**config.mk**
```make
export PLATFORM = sky130hd
export DESIGN_NAME = tl_phase_sched
export DESIGN_NICKNAME = d
export VERILOG_FILES = /design/src/rtl/tl_pkg.sv /design/src/rtl/tl_rr_pick.sv /design/src/rtl/tl_phase_sched.sv
export SDC_FILE = /design/constraint.sdc
export NUM_CORES = 1
export LEC_CHECK = 0
export CAP_MARGIN = 30
export CORE_MARGIN = 2
export CORE_UTILIZATION = 50
export CTS_BUF_LIST = sky130_fd_sc_hd__clkbuf_16
export CTS_CLUSTER_DIAMETER = 150
export DETAILED_ROUTE_END_ITERATION = 8
export PLACE_DENSITY = 0.81
export SLEW_MARGIN = 20
export SYNTH_ARGS = -nofsm -noshare
export SYNTH_HDL_FRONTEND = slang
export SYNTH_SLANG_ARGS = --single-unit
```
**constraint.sdc**
```tcl
create_clock -name clk -period 2.2 [get_ports clk]
set_input_delay 0.33 -clock clk [delete_from_list [all_inputs] [get_ports clk]]
set_output_delay 0.33 -clock clk [all_outputs]
set_load 0.005 [all_outputs]
```
**src/rtl/tl_pkg.sv**
```systemverilog
// tl_pkg: shared definitions for the left-turn traffic-light family.
//   - colour encoding driven onto La/Lb
//   - phase indices (A through, A left, B through, B left)
//   - scheduler control-state encoding
//   - helpers: phase one-hot and Moore light decode from (ctl, cur)
package tl_pkg;

  localparam logic [1:0] GREEN  = 2'b00;
  localparam logic [1:0] YELLOW = 2'b01;
  localparam logic [1:0] LEFT   = 2'b10;
  localparam logic [1:0] RED    = 2'b11;

  localparam logic [1:0] PH_AT = 2'd0;
  localparam logic [1:0] PH_AL = 2'd1;
  localparam logic [1:0] PH_BT = 2'd2;
  localparam logic [1:0] PH_BL = 2'd3;

  typedef enum logic [1:0] {
    GRN = 2'd0,
    YEL = 2'd1,
    ARD = 2'd2
  } ctl_t;

  function automatic logic [3:0] onehot4(input logic [1:0] p);
    return 4'b0001 << p;
  endfunction

  // Returns {La, Lb} for a given control state and served phase.
  function automatic logic [3:0] decode_lights(input ctl_t c, input logic [1:0] cur);
    logic [3:0] l;
    l = {RED, RED};
    case (c)
      GRN: begin
        case (cur)
          PH_AT:   l = {GREEN, RED};
          PH_AL:   l = {LEFT, RED};
          PH_BT:   l = {RED, GREEN};
          default: l = {RED, LEFT};
        endcase
      end
      // cur[1] selects approach B (phases 2/3)
      YEL:     l = cur[1] ? {RED, YELLOW} : {YELLOW, RED};
      default: l = {RED, RED};
    endcase
    return l;
  endfunction

endpackage

```
**src/rtl/tl_rr_pick.sv**
```systemverilog
// tl_rr_pick: combinational round-robin picker.
//   pend[3:0] : latched pending requests
//   cur[1:0]  : phase currently being left
//   nxt[1:0]  : first set pend bit in order cur+1, cur+2, cur+3 (mod 4)
//   any       : one of those three bits is set; nxt is only meaningful then
// The current phase itself is never a candidate.
module tl_rr_pick
  import tl_pkg::*;
(
  input  logic [3:0] pend,
  input  logic [1:0] cur,
  output logic [1:0] nxt,
  output logic       any
);

  logic [1:0] cand;

  // Scan farthest-first so the nearest set candidate is the last to win.
  always_comb begin
    nxt  = cur;
    any  = 1'b0;
    cand = cur;
    for (int k = 3; k >= 1; k--) begin
      cand = cur + 2'(k);
      if (pend[cand]) begin
        nxt = cand;
        any = 1'b1;
      end
    end
  end

endmodule

```
**src/rtl/tl_phase_sched.sv**
```systemverilog
// tl_phase_sched: timed four-phase intersection scheduler.
//   clk      : clock, all state changes on posedge
//   reset    : asynchronous, active-high
//   req[3:0] : car sensors (level) [0] A thru, [1] A left, [2] B thru, [3] B left
//   La, Lb   : approach A/B lights (GREEN 00, YELLOW 01, LEFT 10, RED 11)
//   phase    : phase currently served
//   pend     : latched pending requests
//   ctl_dbg  : control state (GRN/YEL/ARD) for observation
// Green lasts MIN_GREEN..MAX_GREEN cycles when another phase waits and
// indefinitely otherwise; yellow and all-red have fixed lengths. Pending
// phases are served round-robin; with nothing pending the home phase (A thru)
// is selected.
module tl_phase_sched
  import tl_pkg::*;
#(
  parameter int MIN_GREEN = 4,
  parameter int MAX_GREEN = 10,
  parameter int YELLOW_T  = 3,
  parameter int ALL_RED_T = 2,
  parameter int TW        = 8
) (
  input  logic       clk,
  input  logic       reset,
  input  logic [3:0] req,
  output logic [1:0] La,
  output logic [1:0] Lb,
  output logic [1:0] phase,
  output logic [3:0] pend,
  output ctl_t       ctl_dbg
);

  localparam logic [TW-1:0] MIN_M1 = TW'(MIN_GREEN - 1);
  localparam logic [TW-1:0] MAX_M1 = TW'(MAX_GREEN - 1);
  localparam logic [TW-1:0] YEL_M1 = TW'(YELLOW_T - 1);
  localparam logic [TW-1:0] ARD_M1 = TW'(ALL_RED_T - 1);

  ctl_t          ctl, ctl_nxt;
  logic [1:0]    cur, cur_nxt;
  logic [TW-1:0] timer;
  logic [3:0]    clr, pend_nxt;
  logic          other;
  logic [1:0]    pick_nxt;
  logic          pick_any;

  tl_rr_pick u_pick (
    .pend (pend),
    .cur  (cur),
    .nxt  (pick_nxt),
    .any  (pick_any)
  );

  always_comb begin
    other   = |(pend & ~onehot4(cur));
    ctl_nxt = ctl;
    cur_nxt = cur;
    clr     = '0;
    case (ctl)
      GRN: begin
        // The served phase never latches its own request while green.
        clr = onehot4(cur);
        if (timer >= MIN_M1 && other && (!req[cur] || timer >= MAX_M1))
          ctl_nxt = YEL;
      end
      YEL: begin
        if (timer == YEL_M1)
          ctl_nxt = ARD;
      end
      ARD: begin
        if (timer == ARD_M1) begin
          ctl_nxt = GRN;
          cur_nxt = pick_any ? pick_nxt : PH_AT;
          clr     = onehot4(cur_nxt);
        end
      end
      default: ctl_nxt = GRN;
    endcase
    // Clear beats a simultaneous set.
    pend_nxt = (pend | req) & ~clr;
  end

  always_ff @(posedge clk or posedge reset) begin
    if (reset) begin
      ctl   <= GRN;
      cur   <= PH_AT;
      timer <= '0;
      pend  <= '0;
      La    <= GREEN;
      Lb    <= RED;
    end else begin
      ctl  <= ctl_nxt;
      cur  <= cur_nxt;
      pend <= pend_nxt;
      if (ctl_nxt != ctl)
        timer <= '0;
      else if (timer != '1)
        timer <= timer + TW'(1);
      // Lights registered from the next state so they track (ctl, cur) exactly.
      {La, Lb} <= decode_lights(ctl_nxt, cur_nxt);
    end
  end

  assign phase   = cur;
  assign ctl_dbg = ctl;

endmodule

```
==> impl_metrics.tcl, run 1 <==
set metrics [dict create \
    crit_fanout 14 \
    maxCapViolCount 0 \
    yosys_warnings 0 \
    core-area_sq_um 2690 \
    ys_ff_latch 20 \
    grt_overflow 0 \
    antenna_cells 0 \
    synth_area_leaders "dfrtp_1 (32%), ha_1 (7.2%), nor2_1 (5.7%)" \
    pwr-share-comb_pct 51.0 \
    worstSetupPathType "flop to flop" \
    power_leakage_nw 0.726 \
    clock_sinks 20 \
    hold_viol_final 0 \
    tightest_slew_ns 0.750 \
    rows 19 \
    areaGrowthSynthToFinish_pct 21.8 \
    cp-start-kind "flop" \
    ys_seq_area_share_pct 36.2 \
    drv_slew 0 \
    power.density_nw_per_um2 1410 \
    max_stage_delay_ns 0.59 \
    track_usage_pct 20.1 \
    grt_pass1_wl_mm 4.96 \
    dp_hpwl_mm 2.20 \
    postSynth.asyncResetShare_pct 100 \
    portBuffers 17 \
    synth_nets 154 \
    clkTransAtPathRegs_ns 0.06 \
    synth_edf_count 0 \
    antenna_found_initial 0 \
    dpl.cell_count 186 \
    insertion_delay_ns 0.25 \
    postRouteAntennaNets 0 \
    wl_mm 2.94 \
    worstSetupEndpointType "flop" \
    gp_congestion 0.883 \
    run_status "finished, final reports clean" \
    layout_min_cycle_time_ns 1.95 \
    cts_setup_buffers 0 \
    switching_share_pct 39.3 \
    vias_per_cell 5.95 \
    cts_root_buf "clkbuf_16" \
    synthFlopType "dfrtp_1" \
    yosys-top-cells-count "nor2_1 (21), dfrtp_1 (18), inv_1 (10)" \
    clock.fmax_ghz 0.513 \
    worst-path-buf-inv 1 \
    crit_required_ns 2.33 \
    die_area_sq_um 3220 \
    start_util_pct 51.7 \
    syn_avg_cell_area_sq_um 9.92 \
    post-route-util_pct 63.0 \
    post_cts_resize_count 0 \
    synth.distinct_cells 53 \
    pwr-share-clk_pct 20.9 \
    post_drt_wl_per_cell_um 15.5 \
    fin_crit_sh_pct 88.6 \
    ctsHoldBuffers 0 \
    grt_max_degree 21 \
    drtIter0Drc 28 \
    dieHeight_um 56.7 \
    synth_area_sq_um 1390 \
    ios 18 \
    route.detailed.drc 0 \
    grt_pass1_vias 1119 \
    numCtsBuffers 3 \
    final_cells 190 \
    vias 1131 \
    netSwitchingPower_mw 0.938 \
    cts_max_path_buffers 2 \
    first_pass_iters 4 \
    yosysTopAreaCell "dfrtp_1" \
    yosysMostFrequentCell "nor2_1" \
    hp-class "input port to asynchronous set/reset pin" \
    worstPathArrival_ns 2.08 \
    ir_drop_v 0.000818 \
    netlist.area_leader.share_pct 32.4 \
    maxSlewHeadroom_pct 50.0 \
    critPathTopFamily "compound AO/OA/AOI/OAI gates" \
    final_layout_size_suffix_gt1_share_pct 13.2 \
    fp.dieW_um 56.7 \
    crit_chain "buf_4 > mux4_1 > o211ai_1 > a41oi_2 > o2bb2ai_4 > nor2_1" \
    layout.nets 174 \
    slowest_stage "mux4_1" \
    p_int_mw 1.45 \
    htree_levels 1 \
    synthCells 140 \
    fin_skew_ns 0.00191 \
    p_seq_share_pct 28.1 \
    cts_tree "done" \
    fillers 227 \
    setup_viol 0 \
    timing.setup.tns_ns 0 \
    rsz0062_at_grt "no" \
]
## stage by stage
| stage | cell area (sq um) | worst slack [ns] | power [mW] | hold WS (ns) |
|---|---|---|---|---|
| 2_1_floorplan | 1390 | 0.275 | 1.49 | 0.292 |
| 3_3_place_gp | 1590 | 0.141 | 1.83 | 0.597 |
| 3_5_place_dp | 1590 | 0.0888 | 1.88 | 0.624 |
| 4_1_cts | 1690 | 0.230 | 2.40 | 0.542 |
| 5_1_grt | 1690 | 0.0732 | 2.56 | 0.563 |
| 6_report | 1690 | 0.250 | 2.39 | 0.506 |
## path summary, 6_finish.rpt
| kind | start | slack [ns] | endpoint | depth (start not counted) |
|---|---|---|---|---|
| hold reg to reg | timer[0]$_DFFE_PP0P_ | 0.64 | timer[0]$_DFFE_PP0P_ | 2 |
| max in group asynchronous | reset | 1.22 | pend[0]$_DFF_PP0_ | 2 |
| setup reg to reg | phase[0]$_DFF_PP0_ | 0.25 | timer[1]$_DFFE_PP0P_ | 6 |
| hold / removal | reset | 0.51 | timer[6]$_DFFE_PP0P_ | 2 |
| setup / recovery | phase[0]$_DFF_PP0_ | 0.25 | timer[1]$_DFFE_PP0P_ | 6 |
| min in group clk | timer[0]$_DFFE_PP0P_ | 0.64 | timer[0]$_DFFE_PP0P_ | 2 |
## sequential cells by signal, summed over array words and instances, names as in the netlist
register / flops
phase: 2
La: 2
ctl_dbg: 2
Lb: 2
timer: 8
pend: 4
## cells by family after synthesis
family | share of synthesized area (%)
AOI/OAI and AO/OA | 22.2
xor gates and xnor gates | 1.89
adders and majority gates | 7.21
buffers and inverters | 4.86
DFF | 36.2
muxes | 6.58
and+or+nand+nor | 21.1
## layout make-up
type / instances / area (sq um) / area share, %
Clock inverter: 1 / 30.0 / 1.78
Tap cell: 31 / 38.8 / 2.29
Clock buffer: 3 / 75.1 / 4.44
Sequential cell: 20 / 503 / 29.7
Timing Repair Buffer: 19 / 185 / 10.9
Inverter: 11 / 41.3 / 2.44
Multi-Input combinational cell: 105 / 818 / 48.4
## power groups by stage
stage | Combinational, mW | Clock (mW) | Sequential (mW)
6_report | 1.22 | 0.499 | 0.670
5_1_grt | 1.34 | 0.527 | 0.693
4_1_cts | 1.22 | 0.512 | 0.667
3_5_place_dp | 1.21 | 0 | 0.674
2_1_floorplan | 0.850 | 0 | 0.639
3_3_place_gp | 1.17 | 0 | 0.663
## cell usage in the layout, fill, tap and decap left out, types with 3 or more instances in the layout
cell and n:
a211oi_2 3, and3_1 4, clkbuf_16 3, clkdlybuf4s50_1 17, dfrtp_1 18, ha_1 8, inv_1 10, nand2_1 5
nand2b_1 8, nand3_1 4, nor2_1 21, o21ai_0 3
## metal layers
metal	global-route usage [%]	part of all wire, %	vias to the layer above
met5	0	0	-
met4	8.16	1.6	0
met3	4.84	4.3	5
met2	34.6	49	26
met1	23.8	45	552
li1	-	-	548
Power figures use the tool's default switching activity.
==> inputs of run 2 (changes only) <==
--- a/config.mk
+++ b/config.mk
@@ -6,6 +6,7 @@
 export NUM_CORES = 1
 export LEC_CHECK = 0
 export CAP_MARGIN = 30
+export CORE_ASPECT_RATIO = 0.7
 export CORE_MARGIN = 2
 export CORE_UTILIZATION = 50
 export CTS_BUF_LIST = sky130_fd_sc_hd__clkbuf_16
==> constraint.sdc (replaced) <==
create_clock -name clk -period 2.3 [get_ports clk]
set_input_delay 0.345 -clock clk [delete_from_list [all_inputs] [get_ports clk]]
set_output_delay 0.345 -clock clk [all_outputs]
set_load 0.005 [all_outputs]
==> run 2 against run 1 <==
Against the previous run:
- sequential power down 1%
- fmax down 8.8%
- combinational power about the same
- worst hold slack better by 0.022 ns
- design area up 0.22%
- total power down 2.4%
- highest routed layer unchanged
==> impl_metrics.tcl, run 2 (same netlist as run 1, synthesis figures left out) <==
set metrics [dict create \
    worstSetupPathType "flop to flop" \
    drtIter0Drc 85 \
    clkTransAtPathRegs_ns 0.06 \
    postRouteAntennaNets 0 \
    worst-path-buf-inv 1 \
    worstPathArrival_ns 2.25 \
    wl_mm 3.19 \
    hp-class "input port to asynchronous set/reset pin" \
    post_cts_resize_count 0 \
    cts_root_buf "clkbuf_16" \
    layout.nets 174 \
    post_drt_wl_per_cell_um 16.5 \
    timing.hold.ws_ns 0.529 \
    fin_crit_sh_pct 93.0 \
    largest_reg_flops 8 \
    areaGrowthSynthToFinish_pct 22.1 \
    ios 18 \
    rsz0062_at_grt "no" \
    clock.fmax_ghz 0.468 \
    fin_skew_ns 0.00199 \
    setup_viol 0 \
    finalPower_mw 2.33 \
    netSwitchingPower_mw 0.941 \
    top_usage_layer "met2" \
    cp-start-kind "flop" \
    pwr-share-comb_pct 51.0 \
    final_common_cell "nor2_1" \
    grt_pass1_vias 1045 \
    dpl.cell_count 189 \
    top_register "timer" \
    grt_overflow 0 \
    core-area_sq_um 2550 \
    gr-usage-met3_pct 6.47 \
    p_int_mw 1.39 \
    crit_fanout 7 \
    run_status "finished, final reports clean" \
    pwr-share-clk_pct 20.5 \
    maxSlewHeadroom_pct 48.8 \
    layout_min_cycle_time_ns 2.14 \
    setup_slack_ns 0.161 \
    r2r-start "phase[1]$_DFF_PP0_" \
    cts_max_path_buffers 2 \
    r2r_cells 6 \
    multiInputGateArea_sq_um 818 \
    cts_tree "done" \
    power_leakage_nw 0.726 \
    dp_hpwl_mm 2.26 \
    numCtsBuffers 3 \
    dieHeight_um 48.1 \
    track_usage_pct 21.4 \
    maxCapViolCount 0 \
    start_util_pct 54.4 \
    insertion_delay_ns 0.25 \
    portBuffers 17 \
    grt_util_met1_pct 29.6 \
    final-seq-area_sq_um 503 \
    first_pass_iters 4 \
    switching_share_pct 40.4 \
    crit_chain "inv_1 > ha_1 > o41ai_1 > o22ai_1 > nor2_1 > a221oi_1" \
    worstSetupEndpointType "flop" \
    drv_slew 0 \
    critPathTopFamily "compound AO/OA/AOI/OAI gates" \
    crit_required_ns 2.41 \
    grt_max_degree 21 \
    route.detailed.drc 0 \
    final_layout_size_suffix_gt1_share_pct 13.2 \
    fp.dieW_um 67.0 \
    mostFrequentLayoutCells "nor2_1 (21), dfrtp_1 (18), clkdlybuf4s50_1 (17), inv_1 (10)" \
    gp_congestion 0.803 \
    grt_pass1_wl_mm 5.04 \
    ctsHoldBuffers 0 \
    antenna_found_initial 0 \
    rows 15 \
    tightest_slew_ns 0.767 \
    post-place-ws_ns 0.177 \
    final_cells 193 \
    antenna_cells 0 \
    timing.setup.tns_ns 0 \
    ir_drop_v 0.000809 \
    max_stage_delay_ns 0.48 \
    grtUsageMet2_pct 34.4 \
    vias 1177 \
    r2r_slack_ns 0.16 \
    r2r-end "pend[2]$_DFF_PP0_" \
    die_area_sq_um 3220 \
    slowest_stage "dfrtp_1" \
    p_seq_share_pct 28.5 \
    clock_sinks 20 \
    reg_top3 "timer x8, pend x4" \
    power.density_nw_per_um2 1370 \
    vias_per_cell 6.10 \
    fillers 204 \
    cts_setup_buffers 0 \
    hold_viol_final 0 \
    htree_levels 1 \
]
run 2: how the worst max path moves through the flow:
stage | startpoint | to | slack [ns] | depth (start not counted)
after floorplan | phase[0]$_DFF_PP0_ | pend[2]$_DFF_PP0_ | 0.37 | 7
after global placement | req[1] | timer[0]$_DFFE_PP0P_ | 0.24 | 6
after detailed placement | req[1] | timer[1]$_DFFE_PP0P_ | 0.18 | 6
after CTS | phase[1]$_DFF_PP0_ | pend[2]$_DFF_PP0_ | 0.23 | 6
after global routing | phase[1]$_DFF_PP0_ | pend[2]$_DFF_PP0_ | 0.08 | 6
final | phase[1]$_DFF_PP0_ | pend[2]$_DFF_PP0_ | 0.16 | 6
run 2: final cells by class:
class / count / share of cell area, %
repair buffers: 19 / 10.9
clock buffers: 3 / 4.43
clock inverters: 1 / 1.77
inverters: 11 / 2.44
multi-input cells: 105 / 48.3
flip-flops and latches: 20 / 29.7
well taps: 34 / 2.51
run 2: through the flow:
step	utilization, %	area, sq um
2_1_floorplan	-	1390
4_1_cts	66.4	1700
5_1_grt	66.4	1700
3_3_place_gp	62.3	1590
6_report	66.4	1700
3_5_place_dp	62.3	1590
run 2: power by group through the flow:
stage / registers (mW) / logic, mW / clock network, mW
4_1_cts: 0.660 / 1.17 / 0.481
5_1_grt: 0.683 / 1.28 / 0.501
6_report: 0.662 / 1.19 / 0.477
3_3_place_gp: 0.645 / 1.12 / 0
2_1_floorplan: 0.612 / 0.813 / 0
3_5_place_dp: 0.661 / 1.16 / 0
run 2: metal layers:
layer | vias up | wire, um
met5 | - | 0
met4 | 0 | 7
met3 | 2 | 291
met2 | 59 | 1460
met1 | 569 | 1430
li1 | 547 | -
==> inputs of run 3 (changes only) <==
--- a/config.mk
+++ b/config.mk
@@ -12,6 +12,7 @@
 export CTS_BUF_LIST = sky130_fd_sc_hd__clkbuf_16
 export CTS_CLUSTER_DIAMETER = 150
 export DETAILED_ROUTE_END_ITERATION = 8
+export GPL_ROUTABILITY_DRIVEN = 0
 export PLACE_DENSITY = 0.81
 export SLEW_MARGIN = 20
 export SYNTH_ARGS = -nofsm -noshare
==> results of run 3 <==
Same layout as run 2: the final DEF is identical, and so are final timing and power.
